### src/rtl/wb_forward_stage_if.sv
// Bus between the execute-memory stage and the write-back stage: pipeline controls, EX/M result fields,
// EX/M source registers for forwarding, and the register-file write / forwarding returns.
interface wb_forward_stage_if #(
   parameter int DATA_W  = 16,
   parameter int ADDR_W  = 3,
   parameter int COUNT_W = 32
);
   logic               i_stall;
   logic               i_flush;
   logic [1:0]         i_wb_selector;
   logic               i_write_back;
   logic [ADDR_W-1:0]  i_write_addr;
   logic [DATA_W-1:0]  i_ex_result;
   logic [DATA_W-1:0]  i_memory_data;
   logic [DATA_W-1:0]  i_immediate;
   logic [DATA_W-1:0]  i_input_port;
   logic [ADDR_W-1:0]  i_ex_rs1;
   logic [ADDR_W-1:0]  i_ex_rs2;
   logic               i_ex_rs1_used;
   logic               i_ex_rs2_used;

   logic               o_rf_write_en;
   logic [ADDR_W-1:0]  o_rf_write_addr;
   logic [DATA_W-1:0]  o_rf_write_data;
   logic [DATA_W-1:0]  o_data_wb;
   logic               o_data1_forward;
   logic               o_data2_forward;
   logic               o_valid;
   logic [COUNT_W-1:0] o_retired_count;

   // EX/M side (and hazard/branch control)
   modport master (
      output i_stall, i_flush, i_wb_selector, i_write_back, i_write_addr,
             i_ex_result, i_memory_data, i_immediate, i_input_port,
             i_ex_rs1, i_ex_rs2, i_ex_rs1_used, i_ex_rs2_used,
      input  o_rf_write_en, o_rf_write_addr, o_rf_write_data, o_data_wb,
             o_data1_forward, o_data2_forward, o_valid, o_retired_count
   );

   // write-back stage side
   modport slave (
      input  i_stall, i_flush, i_wb_selector, i_write_back, i_write_addr,
             i_ex_result, i_memory_data, i_immediate, i_input_port,
             i_ex_rs1, i_ex_rs2, i_ex_rs1_used, i_ex_rs2_used,
      output o_rf_write_en, o_rf_write_addr, o_rf_write_data, o_data_wb,
             o_data1_forward, o_data2_forward, o_valid, o_retired_count
   );
endinterface

### src/rtl/wb_forward_stage.sv
// Write-back stage: EX/M->WB buffer, write-back source mux, WB->EX forward selects, retire counter.
// One cycle from EX/M capture to register-file write; stall holds the buffer, flush (dominant) inserts a bubble.
module wb_forward_stage #(
   parameter int DATA_W  = 16,
   parameter int ADDR_W  = 3,
   parameter int COUNT_W = 32
) (
   input  logic                 i_clk,
   input  logic                 i_reset,
   wb_forward_stage_if.slave    bus
);

   localparam logic [1:0] SEL_ALU  = 2'b00;
   localparam logic [1:0] SEL_MEM  = 2'b01;
   localparam logic [1:0] SEL_IMM  = 2'b10;

   typedef struct packed {
      logic              valid;
      logic              write_back;
      logic [ADDR_W-1:0] write_addr;
      logic [1:0]        wb_selector;
      logic [DATA_W-1:0] ex_result;
      logic [DATA_W-1:0] memory_data;
      logic [DATA_W-1:0] immediate;
      logic [DATA_W-1:0] input_port;
   } wb_buf_t;

   wb_buf_t            wb_q;
   logic [COUNT_W-1:0] retired_q;
   logic [DATA_W-1:0]  wb_data;
   logic               wr_live;
   logic               retire;

   // An occupied slot leaves on any non-stalled edge, or when flushed out from under a stall.
   assign retire = wb_q.valid & (~bus.i_stall | bus.i_flush);

   always_ff @(posedge i_clk or negedge i_reset) begin
      if (!i_reset) begin
         wb_q      <= '0;
         retired_q <= '0;
      end else begin
         if (retire)
            retired_q <= retired_q + COUNT_W'(1);
         if (bus.i_flush) begin
            wb_q <= '0;
         end else if (!bus.i_stall) begin
            wb_q.valid       <= 1'b1;
            wb_q.write_back  <= bus.i_write_back;
            wb_q.write_addr  <= bus.i_write_addr;
            wb_q.wb_selector <= bus.i_wb_selector;
            wb_q.ex_result   <= bus.i_ex_result;
            wb_q.memory_data <= bus.i_memory_data;
            wb_q.immediate   <= bus.i_immediate;
            wb_q.input_port  <= bus.i_input_port;
         end
      end
   end

   always_comb begin
      wb_data = wb_q.input_port;
      case (wb_q.wb_selector)
         SEL_ALU: wb_data = wb_q.ex_result;
         SEL_MEM: wb_data = wb_q.memory_data;
         SEL_IMM: wb_data = wb_q.immediate;
         default: wb_data = wb_q.input_port;
      endcase
   end

   assign wr_live = wb_q.valid & wb_q.write_back;

   assign bus.o_rf_write_en   = wr_live;
   assign bus.o_rf_write_addr = wb_q.write_addr;
   assign bus.o_rf_write_data = wb_data;
   assign bus.o_data_wb       = wb_data;
   assign bus.o_valid         = wb_q.valid;
   assign bus.o_retired_count = retired_q;

   assign bus.o_data1_forward = wr_live & bus.i_ex_rs1_used & (bus.i_ex_rs1 == wb_q.write_addr);
   assign bus.o_data2_forward = wr_live & bus.i_ex_rs2_used & (bus.i_ex_rs2 == wb_q.write_addr);

endmodule
### src/flat_wrapper.sv
// flat-port wrapper written by rule: the top's interface ports become plain ports
module wb_forward_stage_flat 
#(
   parameter int DATA_W  = 16,
   parameter int ADDR_W  = 3,
   parameter int COUNT_W = 32
)
  (i_clk, i_reset, bus_i_stall, bus_i_flush, bus_i_wb_selector, bus_i_write_back, bus_i_write_addr, bus_i_ex_result, bus_i_memory_data, bus_i_immediate, bus_i_input_port, bus_i_ex_rs1, bus_i_ex_rs2, bus_i_ex_rs1_used, bus_i_ex_rs2_used, bus_o_rf_write_en, bus_o_rf_write_addr, bus_o_rf_write_data, bus_o_data_wb, bus_o_data1_forward, bus_o_data2_forward, bus_o_valid, bus_o_retired_count);
  wb_forward_stage_if #(.DATA_W(DATA_W), .ADDR_W(ADDR_W), .COUNT_W(COUNT_W)) bus_i ();
  input  logic i_clk;
  input  logic i_reset;
  input wire logic [$bits(bus_i.i_stall)-1:0] bus_i_stall;
  input wire logic [$bits(bus_i.i_flush)-1:0] bus_i_flush;
  input wire logic [$bits(bus_i.i_wb_selector)-1:0] bus_i_wb_selector;
  input wire logic [$bits(bus_i.i_write_back)-1:0] bus_i_write_back;
  input wire logic [$bits(bus_i.i_write_addr)-1:0] bus_i_write_addr;
  input wire logic [$bits(bus_i.i_ex_result)-1:0] bus_i_ex_result;
  input wire logic [$bits(bus_i.i_memory_data)-1:0] bus_i_memory_data;
  input wire logic [$bits(bus_i.i_immediate)-1:0] bus_i_immediate;
  input wire logic [$bits(bus_i.i_input_port)-1:0] bus_i_input_port;
  input wire logic [$bits(bus_i.i_ex_rs1)-1:0] bus_i_ex_rs1;
  input wire logic [$bits(bus_i.i_ex_rs2)-1:0] bus_i_ex_rs2;
  input wire logic [$bits(bus_i.i_ex_rs1_used)-1:0] bus_i_ex_rs1_used;
  input wire logic [$bits(bus_i.i_ex_rs2_used)-1:0] bus_i_ex_rs2_used;
  output wire logic [$bits(bus_i.o_rf_write_en)-1:0] bus_o_rf_write_en;
  output wire logic [$bits(bus_i.o_rf_write_addr)-1:0] bus_o_rf_write_addr;
  output wire logic [$bits(bus_i.o_rf_write_data)-1:0] bus_o_rf_write_data;
  output wire logic [$bits(bus_i.o_data_wb)-1:0] bus_o_data_wb;
  output wire logic [$bits(bus_i.o_data1_forward)-1:0] bus_o_data1_forward;
  output wire logic [$bits(bus_i.o_data2_forward)-1:0] bus_o_data2_forward;
  output wire logic [$bits(bus_i.o_valid)-1:0] bus_o_valid;
  output wire logic [$bits(bus_i.o_retired_count)-1:0] bus_o_retired_count;
  assign bus_i.i_stall = bus_i_stall;
  assign bus_i.i_flush = bus_i_flush;
  assign bus_i.i_wb_selector = bus_i_wb_selector;
  assign bus_i.i_write_back = bus_i_write_back;
  assign bus_i.i_write_addr = bus_i_write_addr;
  assign bus_i.i_ex_result = bus_i_ex_result;
  assign bus_i.i_memory_data = bus_i_memory_data;
  assign bus_i.i_immediate = bus_i_immediate;
  assign bus_i.i_input_port = bus_i_input_port;
  assign bus_i.i_ex_rs1 = bus_i_ex_rs1;
  assign bus_i.i_ex_rs2 = bus_i_ex_rs2;
  assign bus_i.i_ex_rs1_used = bus_i_ex_rs1_used;
  assign bus_i.i_ex_rs2_used = bus_i_ex_rs2_used;
  assign bus_o_rf_write_en = bus_i.o_rf_write_en;
  assign bus_o_rf_write_addr = bus_i.o_rf_write_addr;
  assign bus_o_rf_write_data = bus_i.o_rf_write_data;
  assign bus_o_data_wb = bus_i.o_data_wb;
  assign bus_o_data1_forward = bus_i.o_data1_forward;
  assign bus_o_data2_forward = bus_i.o_data2_forward;
  assign bus_o_valid = bus_i.o_valid;
  assign bus_o_retired_count = bus_i.o_retired_count;
  wb_forward_stage #(.DATA_W(DATA_W), .ADDR_W(ADDR_W), .COUNT_W(COUNT_W)) u_core (.i_clk(i_clk), .i_reset(i_reset), .bus(bus_i));
endmodule
### config.mk
export PLATFORM = sky130hd
export DESIGN_NAME = wb_forward_stage_flat
export DESIGN_NICKNAME = d
export VERILOG_FILES = /design/src/rtl/wb_forward_stage_if.sv /design/src/rtl/wb_forward_stage.sv /design/src/flat_wrapper.sv
export SDC_FILE = /design/constraint.sdc
export NUM_CORES = 1
export LEC_CHECK = 0
export CAP_MARGIN = 40
export CORE_UTILIZATION = 51
export DETAILED_ROUTE_END_ITERATION = 8
export PLACE_DENSITY = 0.89
export SLEW_MARGIN = 20
export SYNTH_ARGS = -nofsm -noshare
export SYNTH_HDL_FRONTEND = slang
export SYNTH_SLANG_ARGS = --single-unit
### constraint.sdc
create_clock -name i_clk -period 3.7 [get_ports i_clk]
set_input_delay 0.74 -clock i_clk [delete_from_list [all_inputs] [get_ports i_clk]]
set_output_delay 0.74 -clock i_clk [all_outputs]
set_load 0.02 [all_outputs]
==> impl_metrics.tcl <==
set metrics [dict create \
    status "finished clean" \
    remaining_drc_errors 0 \
    firstDrtPassIters 4 \
    worstHoldPathType "in2async" \
    die_h_um 101 \
    drv_cap 0 \
    antenna_left 0 \
    start_kind "primary input" \
    start_util_pct 53.6 \
    fin_tns_setup_ns 0 \
    die_area_mm2 0.0103 \
    num_vias 3551 \
    portBuffers 152 \
    clock.fmax_ghz 0.327 \
    cts-resized-gates 0 \
    syn_inst 417 \
    cts_buffer_depth 2 \
    power_mw 2.66 \
    drt-met1-wl_um 4640 \
    dp_hpwl_um 8080 \
    p_per_area_mw_per_mm2 393 \
    path_common_cell "clkdlybuf4s50_1" \
    p_leak_nw 3.14 \
    synth_mux_area_share_pct 21.3 \
    power_frac_comb_pct 20.7 \
    p_switching_uw 701 \
    wl_met3_um 524 \
    cp_slowest_cell "clkdlybuf4s50_1" \
    cts_buffers 9 \
    worstPathRequired_ns 2.96 \
    slew_headroom_pct 52.7 \
    first_global_vias 3731 \
    path_buf_inv 2 \
    synth_top_family_by_area "multiplexers" \
    grt_pass1_wl_um 18200 \
    synth-simple-area-share_pct 14.6 \
    async_reset_ff_share_pct 100 \
    wl_um 11200 \
    dp.cells 661 \
    finalSetupViolCount 0 \
    top_layer "met4" \
    drt_iter0_drc 120 \
    worstReg2RegStart "u_core.bus.o_retired_count[0]" \
    cp_data_arrival_time_ns 2.32 \
    synth_warnings 0 \
    areaGrowthSynthToFinish_pct 34.8 \
    cts_tree "yes" \
    p_int_mw 1.96 \
    diodes 0 \
    synth_seq_area_share_pct 51.3 \
    cts_hold_buf 0 \
    post-route-period-util_pct 82.6 \
    seq_power_share_pct 47.8 \
    syn_nets 500 \
    wl_met2_um 5780 \
    end_kind "primary output" \
    root_buffer "clkbuf_8" \
    grt.overflow.total 0 \
    htree_levels 3 \
    grt_max_degree 72 \
    nets 626 \
    cts_sinks 103 \
    final.setup_skew_ns 0.0135 \
    die_x_um 101 \
    max_stage_delay_ns 0.68 \
    synthDominantCellAreaShare_pct 51.3 \
    syn_area_mm2 0.00503 \
    switching_share_pct 26.3 \
    synth_cell_type_count 30 \
    ys_ff_latch 103 \
    stdcell_count 677 \
    ys_top_cells_by_area "dfrtp_1 (51%), mux2i_1 (14%), mux4_2 (7.2%)" \
    synth_fa_ha_area_share_pct 0.249 \
    via_per_inst 5.25 \
    yosysTopAreaCell "dfrtp_1" \
    rsz0062_at_grt "no" \
    clock_latency_ns 0.36 \
    critPathTopFamily "buffers and inverters" \
    crit_fanout 1 \
    core_mm2 0.00937 \
    min_period_ns 3.06 \
    peakVddDrop_v 0.000286 \
    tightestPinTransition_ns 0.710 \
    grt_usage_pct 23.1 \
    num_rows 35 \
    crit_path_start "bus_i_ex_rs2[2]" \
    synth-edff-count 0 \
    slew_violations 0 \
    crit_chain "clkdlybuf4s50_1 -> xor2_1 -> nor4_1 -> clkdlybuf4s50_1" \
    cts_setup_buffers 0 \
    place.gp.congestion 0.763 \
    clkPwrFrac_pct 31.5 \
    syn_avg_cell_area_um2 12.1 \
    crit_type "in2out" \
    antenna_found_initial 0 \
    synth_xor_area_share_pct 6.45 \
    hold_viol_final 0 \
    avgRoutedWirePerCell_um 16.5 \
    synth_ff_type "dfrtp_1" \
    drive_gt1_share_pct 11.1 \
    path_clk_slew_ns 0.09 \
    io_pins 153 \
    synth-compound-area-share_pct 0.0996 \
]
-- worst paths after layout --
kind | to | slack [ns] | cells after the start
min reg2reg | u_core.bus.o_retired_count[31] | 0.49 | 1
max | bus_o_data2_forward | 0.64 | 4
max in group asynchronous | u_core.wb_q[64] | 2.61 | 2
min in group i_clk | u_core.bus.o_retired_count[31] | 0.49 | 1
max reg2reg | u_core.bus.o_retired_count[18] | 1.72 | 5
min | u_core.wb_q[25] | 0.37 | 1
-- metrics by stage --
| stage | util (%) | area [µm²] | hold WS (ns) | setup slack, ns |
|---|---|---|---|---|
| after floorplan | - | 5030 | 0.444 | 1.32 |
| after global placement | 69.2 | 6490 | 0.456 | 0.760 |
| after detailed placement | 69.7 | 6530 | 0.477 | 0.667 |
| after CTS | 72.3 | 6770 | 0.367 | 0.604 |
| after global routing | 72.3 | 6770 | 0.389 | 0.538 |
| final | 72.3 | 6770 | 0.365 | 0.643 |
-- cell usage after synthesis (3+ instances only) --
library cell,count
nor2_1,76
and3_1,3
xnor2_1,9
clkbuf_1,10
nand4_1,3
nand3_1,7
nor3_1,8
xor2_1,28
mux4_2,16
nor4_1,5
nor4_2,9
buf_2,11
dfrtp_1,103
nand2_1,14
buf_4,21
mux2i_1,70
inv_1,8
-- layout by cell type (no fill, tap or decap), drive strengths merged, types with 2 or more instances in the layout --
cell           count
nand2             14
nor3               8
mux2i             70
inv                8
xnor2              9
bufinv             3
nand3              9
nor2              76
buf               10
clkbuf            11
xor2              28
and3               3
clkdlybuf4s50    149
nor4              16
nand4              4
mux4              16
or4                2
dfrtp            103
clkinvlp           2
-- flip-flops by register name, indices dropped and copies added, names as in the netlist --
name,count
u_core.bus.o_valid,1
u_core.bus.o_retired_count,32
u_core.wb_q,67
u_core.bus.o_rf_write_addr,3
-- worst register-to-register path: stages (launching register included) --
cell     delay [ns]
dfrtp_1        0.41
ha_1           0.20
nand4_1        0.32
buf_6          0.28
nor4_1         0.46
xor2_1         0.23
-- cell type report --
class	count	area [µm²]
fillers	699	2600
flip-flops and latches	103	2580
multi-input cells	262	2150
repair buffers	159	1610
well taps	129	161
clock buffers	11	141
clock inverters	5	105
inverters	8	30.0
-- cells by family (layout without fill, tap and decap cells) --
| family | Yosys count | count (layout) |
|---|---|---|
| muxes | 87 | 87 |
| DFF | 103 | 103 |
| xor gates and xnor gates | 37 | 37 |
| adders and majority gates | 1 | 1 |
| and+or+nand+nor | 136 | 136 |
| buffers and inverters | 52 | 183 |
| AOI/OAI and AO/OA | 1 | 1 |
-- layer usage --
layer  global-route usage [%]  up-vias
met3                     3.52       17
met4                     8.47        0
li1                         -     1663
met5                        0        -
met1                     29.2     1757
met2                     40.3      114
-- power by group through the flow --
| stage | combinational [mW] | sequential, mW | clock, mW |
|---|---|---|---|
| after global routing | 0.592 | 1.28 | 0.906 |
| final | 0.552 | 1.27 | 0.839 |
| after CTS | 0.560 | 1.27 | 0.859 |
| after detailed placement | 0.555 | 1.29 | 0 |
| after floorplan | 0.265 | 1.31 | 0 |
| after global placement | 0.536 | 1.29 | 0 |
Note: power is estimated with default switching activity, not from simulation.
